==> src/rtl/imem_dmem_arbiter.sv <==
// Arbiter that shares one single-ported memory between instruction fetch and load/store.
// Data accesses win by default. A streak counter lets a pending fetch through after STARVE_LIMIT data grants.
module imem_dmem_arbiter #(
    parameter int STARVE_LIMIT = 4,
    parameter int AW           = 32,
    parameter int DW           = 32
) (
    input  logic            clk,
    input  logic            rst_n,
    input  logic            if_req,
    input  logic [AW-1:0]   if_addr,
    output logic            if_gnt,
    output logic            if_rvalid,
    output logic [DW-1:0]   if_rdata,
    input  logic            dm_req,
    input  logic            dm_we,
    input  logic [DW/8-1:0] dm_be,
    input  logic [AW-1:0]   dm_addr,
    input  logic [DW-1:0]   dm_wdata,
    output logic            dm_gnt,
    output logic            dm_rvalid,
    output logic [DW-1:0]   dm_rdata,
    output logic            mem_req,
    output logic            mem_we,
    output logic [DW/8-1:0] mem_be,
    output logic [AW-1:0]   mem_addr,
    output logic [DW-1:0]   mem_wdata,
    input  logic            mem_gnt,
    input  logic            mem_rvalid,
    input  logic [DW-1:0]   mem_rdata,
    output logic            busy
);

    localparam int BW = DW / 8;
    localparam int SW = $clog2(STARVE_LIMIT + 1);

    typedef enum logic [1:0] {
        IDLE  = 2'd0,
        ISSUE = 2'd1,
        WAIT  = 2'd2
    } state_t;

    state_t          state_reg, state_next;
    logic            owner_reg;          // 1 = data path owns the transaction
    logic [SW-1:0]   streak_reg;
    logic            we_reg;
    logic [BW-1:0]   be_reg;
    logic [AW-1:0]   addr_reg;
    logic [DW-1:0]   wdata_reg;

    logic            arb_en;
    logic            starved;
    logic            data_win;
    logic            fetch_win;

    // Grants are combinational, so keep them quiet while reset is held.
    assign arb_en    = (state_reg == IDLE) && rst_n;
    assign starved   = (streak_reg == SW'(STARVE_LIMIT));
    assign data_win  = arb_en && dm_req && !(if_req && starved);
    assign fetch_win = arb_en && if_req && !data_win;

    always_ff @(posedge clk or negedge rst_n) begin
        if (!rst_n) begin
            state_reg <= IDLE;
        end else begin
            state_reg <= state_next;
        end
    end

    always_comb begin
        state_next = state_reg;
        case (state_reg)
            IDLE:    if (data_win || fetch_win) state_next = ISSUE;
            ISSUE:   if (mem_gnt)               state_next = WAIT;
            WAIT:    if (mem_rvalid)            state_next = IDLE;
            default:                            state_next = IDLE;
        endcase
    end

    always_comb begin
        if_gnt    = fetch_win;
        dm_gnt    = data_win;
        mem_req   = (state_reg == ISSUE);
        busy      = (state_reg != IDLE);
        if_rvalid = (state_reg == WAIT) && mem_rvalid && !owner_reg;
        dm_rvalid = (state_reg == WAIT) && mem_rvalid &&  owner_reg;
    end

    // Request fields are captured at grant so the memory port never sees requester changes.
    always_ff @(posedge clk or negedge rst_n) begin
        if (!rst_n) begin
            owner_reg  <= 1'b0;
            streak_reg <= '0;
            we_reg     <= 1'b0;
            be_reg     <= '0;
            addr_reg   <= '0;
            wdata_reg  <= '0;
        end else if (data_win) begin
            owner_reg <= 1'b1;
            we_reg    <= dm_we;
            be_reg    <= dm_be;
            addr_reg  <= dm_addr;
            wdata_reg <= dm_wdata;
            if (!if_req) begin
                streak_reg <= '0;
            end else if (!starved) begin
                streak_reg <= streak_reg + SW'(1);
            end
        end else if (fetch_win) begin
            owner_reg  <= 1'b0;
            we_reg     <= 1'b0;
            be_reg     <= '1;
            addr_reg   <= if_addr;
            wdata_reg  <= '0;
            streak_reg <= '0;
        end
    end

    assign mem_we    = we_reg;
    assign mem_be    = be_reg;
    assign mem_addr  = addr_reg;
    assign mem_wdata = wdata_reg;
    assign if_rdata  = mem_rdata;
    assign dm_rdata  = mem_rdata;

endmodule

==> config.mk <==
export PLATFORM = sky130hd
export DESIGN_NAME = imem_dmem_arbiter
export DESIGN_NICKNAME = d
export VERILOG_FILES = /design/src/rtl/imem_dmem_arbiter.sv
export SDC_FILE = /design/constraint.sdc
export NUM_CORES = 1
export LEC_CHECK = 0
export ABC_AREA = 1
export ABC_CLOCK_PERIOD_IN_PS = 1790
export CORE_ASPECT_RATIO = 0.75
export CORE_MARGIN = 2
export CORE_UTILIZATION = 35
export DETAILED_ROUTE_END_ITERATION = 10
export HOLD_SLACK_MARGIN = 0.02
export PLACE_DENSITY = 0.82
export SLEW_MARGIN = 20
export SYNTH_ARGS = -nofsm -noshare
export SYNTH_HDL_FRONTEND = slang
export SYNTH_SLANG_ARGS = --single-unit
==> constraint.sdc <==
create_clock -name clk -period 1.79 [get_ports clk]
set_input_delay 0.4475 -clock clk [delete_from_list [all_inputs] [get_ports clk]]
set_output_delay 0.4475 -clock clk [all_outputs]
set_load 0.1 [all_outputs]
# Word level (Yosys, flattened, before mapping)
# Index checks and enable logic that the tools add are counted.
[classes]
n_reduce_logical = 18
eq_ne = 7
add_sub_neg = 1
n_mux = 17
[ops]
columns = ["operator", "count"]
rows = [
  ["2-to-1 mux 32 bit", 4],
  ["2-to-1 mux 3 bit", 4],
  ["logical AND 1 bit", 9],
  ["2-to-1 mux 4 bit", 2],
  ["2-to-1 mux 2 bit", 3],
  ["case mux 2 bit (3 select lines)", 1],
  ["!= test 2 x 1 -> 1 bit (second input constant)", 2],
  ["nonzero test 2 bit", 2],
  ["adder 3 x 1 -> 3 bit (second input constant)", 1],
  ["equality test 3 bit (second input constant)", 1],
  ["zero test 1 bit", 3],
  ["2-to-1 mux 1 bit", 3],
  ["!= test 3 bit (second input constant)", 1],
  ["AND reduction 3 bit", 1],
  ["equality test 2 x 1 -> 1 bit (second input constant)", 1],
  ["equality test 2 bit (second input constant)", 1],
  ["zero test 2 bit", 1],
  ["!= test 2 bit (second input constant)", 1],
  ["AND reduction 2 bit", 1],
  ["logical OR 1 bit", 1],
]
[totals]
ff_bits = 75
wordCells = 50
input_bits = 139

# Depth between registers and ports, before layout
# Gate-level depths: netlist of run 1.
[logic_depth]
ltp_word = 9
mapped_depth = 9
depth_no_buf = 8

# Least setup slack after synthesis of run 1
# No wires, ideal clock.
[synth_path]
path_type = "reg-to-output"
startpoint = "register streak_reg[0]"
endpoint = "output if_gnt"
required_time_ns = 1.342
t_arrival_ns = 2.461
path_buffers = 1
path_stages_with_launch = 8
slack_ns = -1.118
cell_sequence = "dfrtp_1 > inv_1 > ha_1 > nand3_1 > inv_1 > nor2_2 > buf_2 > nor2_1"
[synth_between]
elab_chain_cells = 6
[synth_lines]
columns = ["item", "line_no", "text"]
rows = [
  ["start: declaration", "45", "logic [SW-1:0] streak_reg;"],
  ["start signal: assignment", "107", "streak_reg <= streak_reg + SW'(1);"],
  ["equality test 3 bit", "58", "assign starved = (streak_reg == SW'(STARVE_LIMIT));"],
  ["logical AND 1 bit", "59", "assign data_win = arb_en && dm_req && !(if_req && starved);"],
  ["zero test 1 bit", "59", ""],
  ["logical AND 1 bit", "59", ""],
  ["named net dm_gnt", "20", "output logic dm_gnt,"],
  ["zero test 1 bit", "60", "assign fetch_win = arb_en && if_req && !data_win;"],
  ["logical AND 1 bit", "60", ""],
  ["end: declaration", "12", "output logic if_gnt,"],
]
# The timed path passes the listed nets, and every way through them passes these cells.

# Worst setup path in the final report of run 1
[layout_path]
startpoint = "register streak_reg[0]"
endpoint = "output if_gnt"
[layout_between]
elab_chain_cells = 6
[layout_lines]
columns = ["item", "line_no"]
rows = [
  ["equality test 3 bit", "58"],
  ["logical AND 1 bit", "59"],
  ["zero test 1 bit", "59"],
  ["logical AND 1 bit", "59"],
  ["zero test 1 bit", "60"],
  ["logical AND 1 bit", "60"],
]
# No other way between the ends.

==> flow_summary.yaml, run 1 <==
global_routing:
  antenna_found_initial: 0
  grt_pass1_wl_um: 16700
  grtUsageTotal_pct: 18.8
  grt_max_degree: 65
  overflow: 0
  grt_pass1_vias: 3519
clock_network:
  htree_levels: 3
  tritoncts: "done"
  cts_num_sinks: 75
  clk-insertion-delay-late_ns: 0.33
  clockRootBuffer: "clkbuf_16"
  numCtsBuffers: 9
  clockBufferDepth: 2
  cts.clk_slew.worst_paths_ns: 0.06
  holdBufCountCts: 0
min_path:
  hold_class: "input pin to asynchronous set/reset pin"
yosys:
  ys_seq_area_share_pct: 49.9
  syn-num-nets: 604
  synth-seq-cells: 75
  synth.area.top_cells: "dfrtp_1, nand2_1, buf_4, nand3_1, inv_1"
  ys_warn_count: 0
  synthesis.area_um2: 3760
  synthCells: 463
  synth.top_cell.area_share_pct: 49.9
  syn_area_per_cell_um2: 8.13
  synth_top_area_cell: "dfrtp_1"
  ys_types: 18
die:
  start_util_pct: 36.3
  ioPinCount: 278
  coreArea_um2: 10400
  die_h_um: 93.8
  die_x_um: 124
  rows: 32
  die_area_um2: 11600
drt:
  drcViolationCount: 0
  ant_nets: 0
  num_vias: 3442
  vias_per_cell: 4.67
  routed_wire_length_per_instance_um: 14.4
  drt_iter0_drc: 196
  wl_um: 10600
  dr.pass1.iters: 4
final_layout:
  nFillCells: 811
  num_antenna_cells: 0
  fin_nets: 737
  final_area_um2: 6600
  drive_gt1_share_pct: 22.6
  area_growth_pct: 75.3
worst_setup_path:
  startpoint_type: "register"
  endpoint_kind: "output port"
  path_max_fanout: 3
  critPathSlowestCell: "dfrtp_1"
  path_class: "register to output port"
  critPathArrivalTime_ns: 1.41
  path_cells: "inv_2 -> ha_4 -> nand3_4 -> inv_2 -> nor2_4 -> nor2_4 -> buf_12"
  required_ns: 1.34
  critPathMaxStageDelay_ns: 0.39
  crit_family: "flip-flops"
  crit_buf_inv: 3
timing:
  fin_crit_ns: 1.86
  max-slew-margin-rel_pct: 46.0
  rsz0062_at_grt: "true"
  report.final.slew_viol_count: 0
  skew_ns: 0.00662
  finalCritPeriodShare_pct: 104
  worst_slew_pin_slew_ns: 0.810
  setup_ws_ns: -0.0720
  finalHoldViolations: 0
  setup_violations: 2
  fmax_mhz: 537
  setup-tns-final_ns: -0.114
placement:
  port_buffers: 181
  dpl.hpwl_um: 8200
  gp_routability_congestion: 0.765
  dpl-instance-area_um2: 6110
status:
  status: "finished, violations left"
  violations: "setup timing"
run:
  drv_cap: 0
## cell type report
type	count	area, um^2	share of cell area [%]
Multi-Input combinational cell	276	1240	18.8
Clock buffer	10	229	3.47
Clock inverter	6	138	2.09
Tap cell	136	170	2.58
Timing Repair Buffer	207	2840	43.0
Sequential cell	75	1880	28.5
Inverter	27	101	1.54
## worst register-to-register path, cell delays in order, from the launching register on
cell and delay [ns]:
dfrtp_1 0.36, inv_2 0.06, ha_4 0.16, nand3_4 0.07, inv_2 0.05, nor2_4 0.15
buf_4 0.15, buf_4 0.14, buf_4 0.27, nand2_1 0.10, nand2_1 0.08
## routing by layer
metal  GRT usage (%)  vias up  routed length (um)
met4            6.82        0                 162
met1            19.4     1622                3840
met2            32.6      170                5330
li1                -     1629                   -
met5               0        -                   0
met3            9.34       21                1270
## synth_stat cells
cell type,n
buf_2,15
nor2_1,16
nand2_2,1
ha_1,2
xor2_1,1
nor2_2,1
nand2_1,187
nand3_1,60
buf_4,66
dfrtp_1,75
inv_2,1
o31ai_1,1
nand4_2,1
nor2_4,1
buf_6,4
nand3_2,1
inv_1,26
o21ai_0,4
## through the flow
| stage | std cells | util, % | setup WS [ns] | hold WS [ns] |
|---|---|---|---|---|
| 6_report | 737 | 63.6 | -0.0720 | 0.0984 |
| 5_1_grt | 737 | 63.6 | -0.135 | 0.105 |
| 4_1_cts | 735 | 63.3 | -0.112 | 0.0959 |
| 3_5_place_dp | 710 | 58.9 | -0.224 | 0.443 |
| 3_3_place_gp | 710 | 58.9 | -0.146 | 0.437 |
| 2_1_floorplan | 463 | - | -0.213 | 0.152 |
## final timing paths
path,endpoint,depth (start not counted),slack [ns],startpoint
min reg2reg,mem_wdata[18],2,0.53,mem_wdata[18]
min in group clk,mem_wdata[18],2,0.53,mem_wdata[18]
max in group asynchronous,mem_addr[17],2,0.90,rst_n
max,if_gnt,7,-0.07,streak_reg[0]
max reg2reg,mem_wdata[10],10,0.12,streak_reg[1]
min,mem_wdata[29],2,0.1,rst_n
## timing repair
| item | in CTS | in global routing |
|---|---|---|
| buffers inserted | 9 | 2 |
| resized for setup | 13 | 2 |
| endpoints found under the setup margin | 4 | 4 |
| pin swaps | 7 | 3 |
## cell usage in the layout (no fill, tap or decap)
master	instances
buf_12	82
buf_4	20
bufinv_16	4
clkbuf_1	1
clkbuf_16	9
clkdlybuf4s50_1	102
clkinv_4	2
dfrtp_1	74
dfrtp_2	1
dlygate4sd2_1	3
ha_1	1
ha_4	1
inv_1	22
inv_2	5
nand2_1	187
nand2_2	1
nand3_1	57
nand3_2	2
nand3_4	2
nand4_2	1
nor2_1	12
nor2_2	1
nor2_4	5
o21ai_0	4
o31ai_1	1
xor2_1	1
## logic make-up after synthesis
group | share of synthesized area (%)
adder cells (fa/ha/maj) | 0.665
AND/OR/NAND/NOR | 29.5
flip-flops | 49.9
AO/OA/AOI/OAI | 0.731
XOR/XNOR | 0.233
buffers and inverters | 19.0
Power of run 1 is not shown: default switching activity piles up to over one toggle a cycle in this logic, so the estimate is an artifact.
==> run 2: changes to the inputs <==
--- a/config.mk
+++ b/config.mk
@@ -12,7 +12,7 @@
 export CORE_UTILIZATION = 35
 export DETAILED_ROUTE_END_ITERATION = 10
 export HOLD_SLACK_MARGIN = 0.02
-export PLACE_DENSITY = 0.82
+export PLACE_DENSITY = 0.91
 export SLEW_MARGIN = 20
 export SYNTH_ARGS = -nofsm -noshare
 export SYNTH_HDL_FRONTEND = slang
==> run 2 against run 1 <==
Compared with the run above:
- sequential share of layout area is 0.42 points higher
- clock skew decreased by 0.00079 ns
- critical path depth is the same
- wire length is 3.7% higher
- global-route usage up 0.75 points
- register-to-register slack got worse by 0.05 ns
- die area is the same
- non-clock buffer count down 4
- sequential cell count unchanged
- the run still ends with setup timing left
==> flow_summary.yaml, run 2 (synthesis gave the netlist of run 1 again) <==
drt:
  drt_iter0_drc: 149
  vias_per_cell: 4.66
  num_vias: 3419
  wl_um: 11000
  ant_nets: 0
  dr.pass1.iters: 4
  routed_wire_length_per_instance_um: 15.0
  drcViolationCount: 0
worst_setup_path:
  regToRegSetupSlack_ns: 0.07
  rr_startpoint: "state_reg[0]"
  reg2regPathDepth: 10
  crit_family: "flip-flops"
  rr_endpoint: "mem_addr[20]"
  startpoint_type: "register"
  critPathArrivalTime_ns: 1.45
  crit_buf_inv: 3
  endpoint_kind: "output port"
  path_class: "register to output port"
  critPathSlowestCell: "dfrtp_1"
  critPathMaxStageDelay_ns: 0.39
  path_max_fanout: 4
  required_ns: 1.34
  path_cells: "inv_2 -> ha_4 -> nand3_2 -> inv_2 -> nor2_4 -> nor2_4 -> buf_12"
clock_network:
  htree_levels: 3
  cts_num_sinks: 75
  clk-insertion-delay-late_ns: 0.32
  numCtsBuffers: 9
  tritoncts: "done"
  holdBufCountCts: 0
  clockBufferDepth: 2
  clockRootBuffer: "clkbuf_16"
  cts.clk_slew.worst_paths_ns: 0.06
timing:
  worst_slew_pin_slew_ns: 0.496
  skew_ns: 0.00583
  setup_violations: 2
  finalHoldViolations: 0
  fin_crit_ns: 1.89
  fmax_mhz: 528
  rsz0062_at_grt: "true"
  setup-tns-final_ns: -0.184
  fin_hold_ws_ns: 0.237
  finalCritPeriodShare_pct: 106
  setup_ws_ns: -0.104
  report.final.slew_viol_count: 0
  max-slew-margin-rel_pct: 67.0
global_routing:
  grt_pass1_vias: 3461
  grt_pass1_wl_um: 17400
  grtUsageTotal_pct: 19.5
  grt_max_degree: 41
  overflow: 0
  antenna_found_initial: 0
final_layout:
  nFillCells: 789
  num_antenna_cells: 0
  drive_gt1_share_pct: 22.1
  final_cell_mix: "nand2_1, clkdlybuf4s50_1, buf_12"
  area_growth_pct: 72.7
  layout_commonest_cell: "nand2_1"
  fin_nets: 733
status:
  violations: "setup timing"
  status: "finished, violations left"
die:
  die_area_um2: 11600
  ioPinCount: 278
  die_x_um: 124
  start_util_pct: 36.3
  coreArea_um2: 10400
  rows: 32
  die_h_um: 93.8
run:
  drv_cap: 0
placement:
  port_buffers: 181
  dpl.hpwl_um: 8550
  gp_routability_congestion: 0.812
  dpl_worst_slack_ns: -0.229
min_path:
  hold_class: "input pin to asynchronous set/reset pin"
-- run 2: metal layers --
layer	up-vias	global-route usage (%)	wire (um)
met5	-	0	0
met4	0	7.10	253
met3	21	10.1	1350
met2	199	32.0	5260
met1	1583	21.5	4140
li1	1616	-	-
-- run 2: worst max-delay path by stage --
stage                              from  cells past startpoint           end
after floorplan           streak_reg[0]                      7        if_gnt
after global placement           if_req                      6        if_gnt
after detailed placement         if_req                      8  mem_addr[18]
after CTS                  state_reg[1]                      5        if_gnt
after global routing       state_reg[0]                      5        if_gnt
final                     streak_reg[0]                      7        if_gnt
-- run 2: cell type report --
class                           instances  area [um^2]  share of cell area, %
Multi-Input combinational cell        276         1240                   19.1
Sequential cell                        75         1880                   28.9
Timing Repair Buffer                  203         2770                   42.6
Inverter                               27          101                   1.56
Tap cell                              136          170                   2.62
Clock buffer                           10          229                   3.52
Clock inverter                          6          111                   1.71
-- run 2: timing repair --
item | 4_1_cts | 5_1_grt
endpoints found under the setup margin | 4 | 10
buffers inserted | 6 | 3
resized for setup | 12 | 3
pin swaps | 4 | 4
-- run 2: through the flow --
step	cell area (um^2)	utilization, %	instances
6_report	6500	62.7	733
5_1_grt	6500	62.7	733
4_1_cts	6460	62.3	730
3_5_place_dp	6060	58.4	708
3_3_place_gp	6060	58.4	708
2_1_floorplan	3790	-	463
Power of run 2 is left out for the same reason.
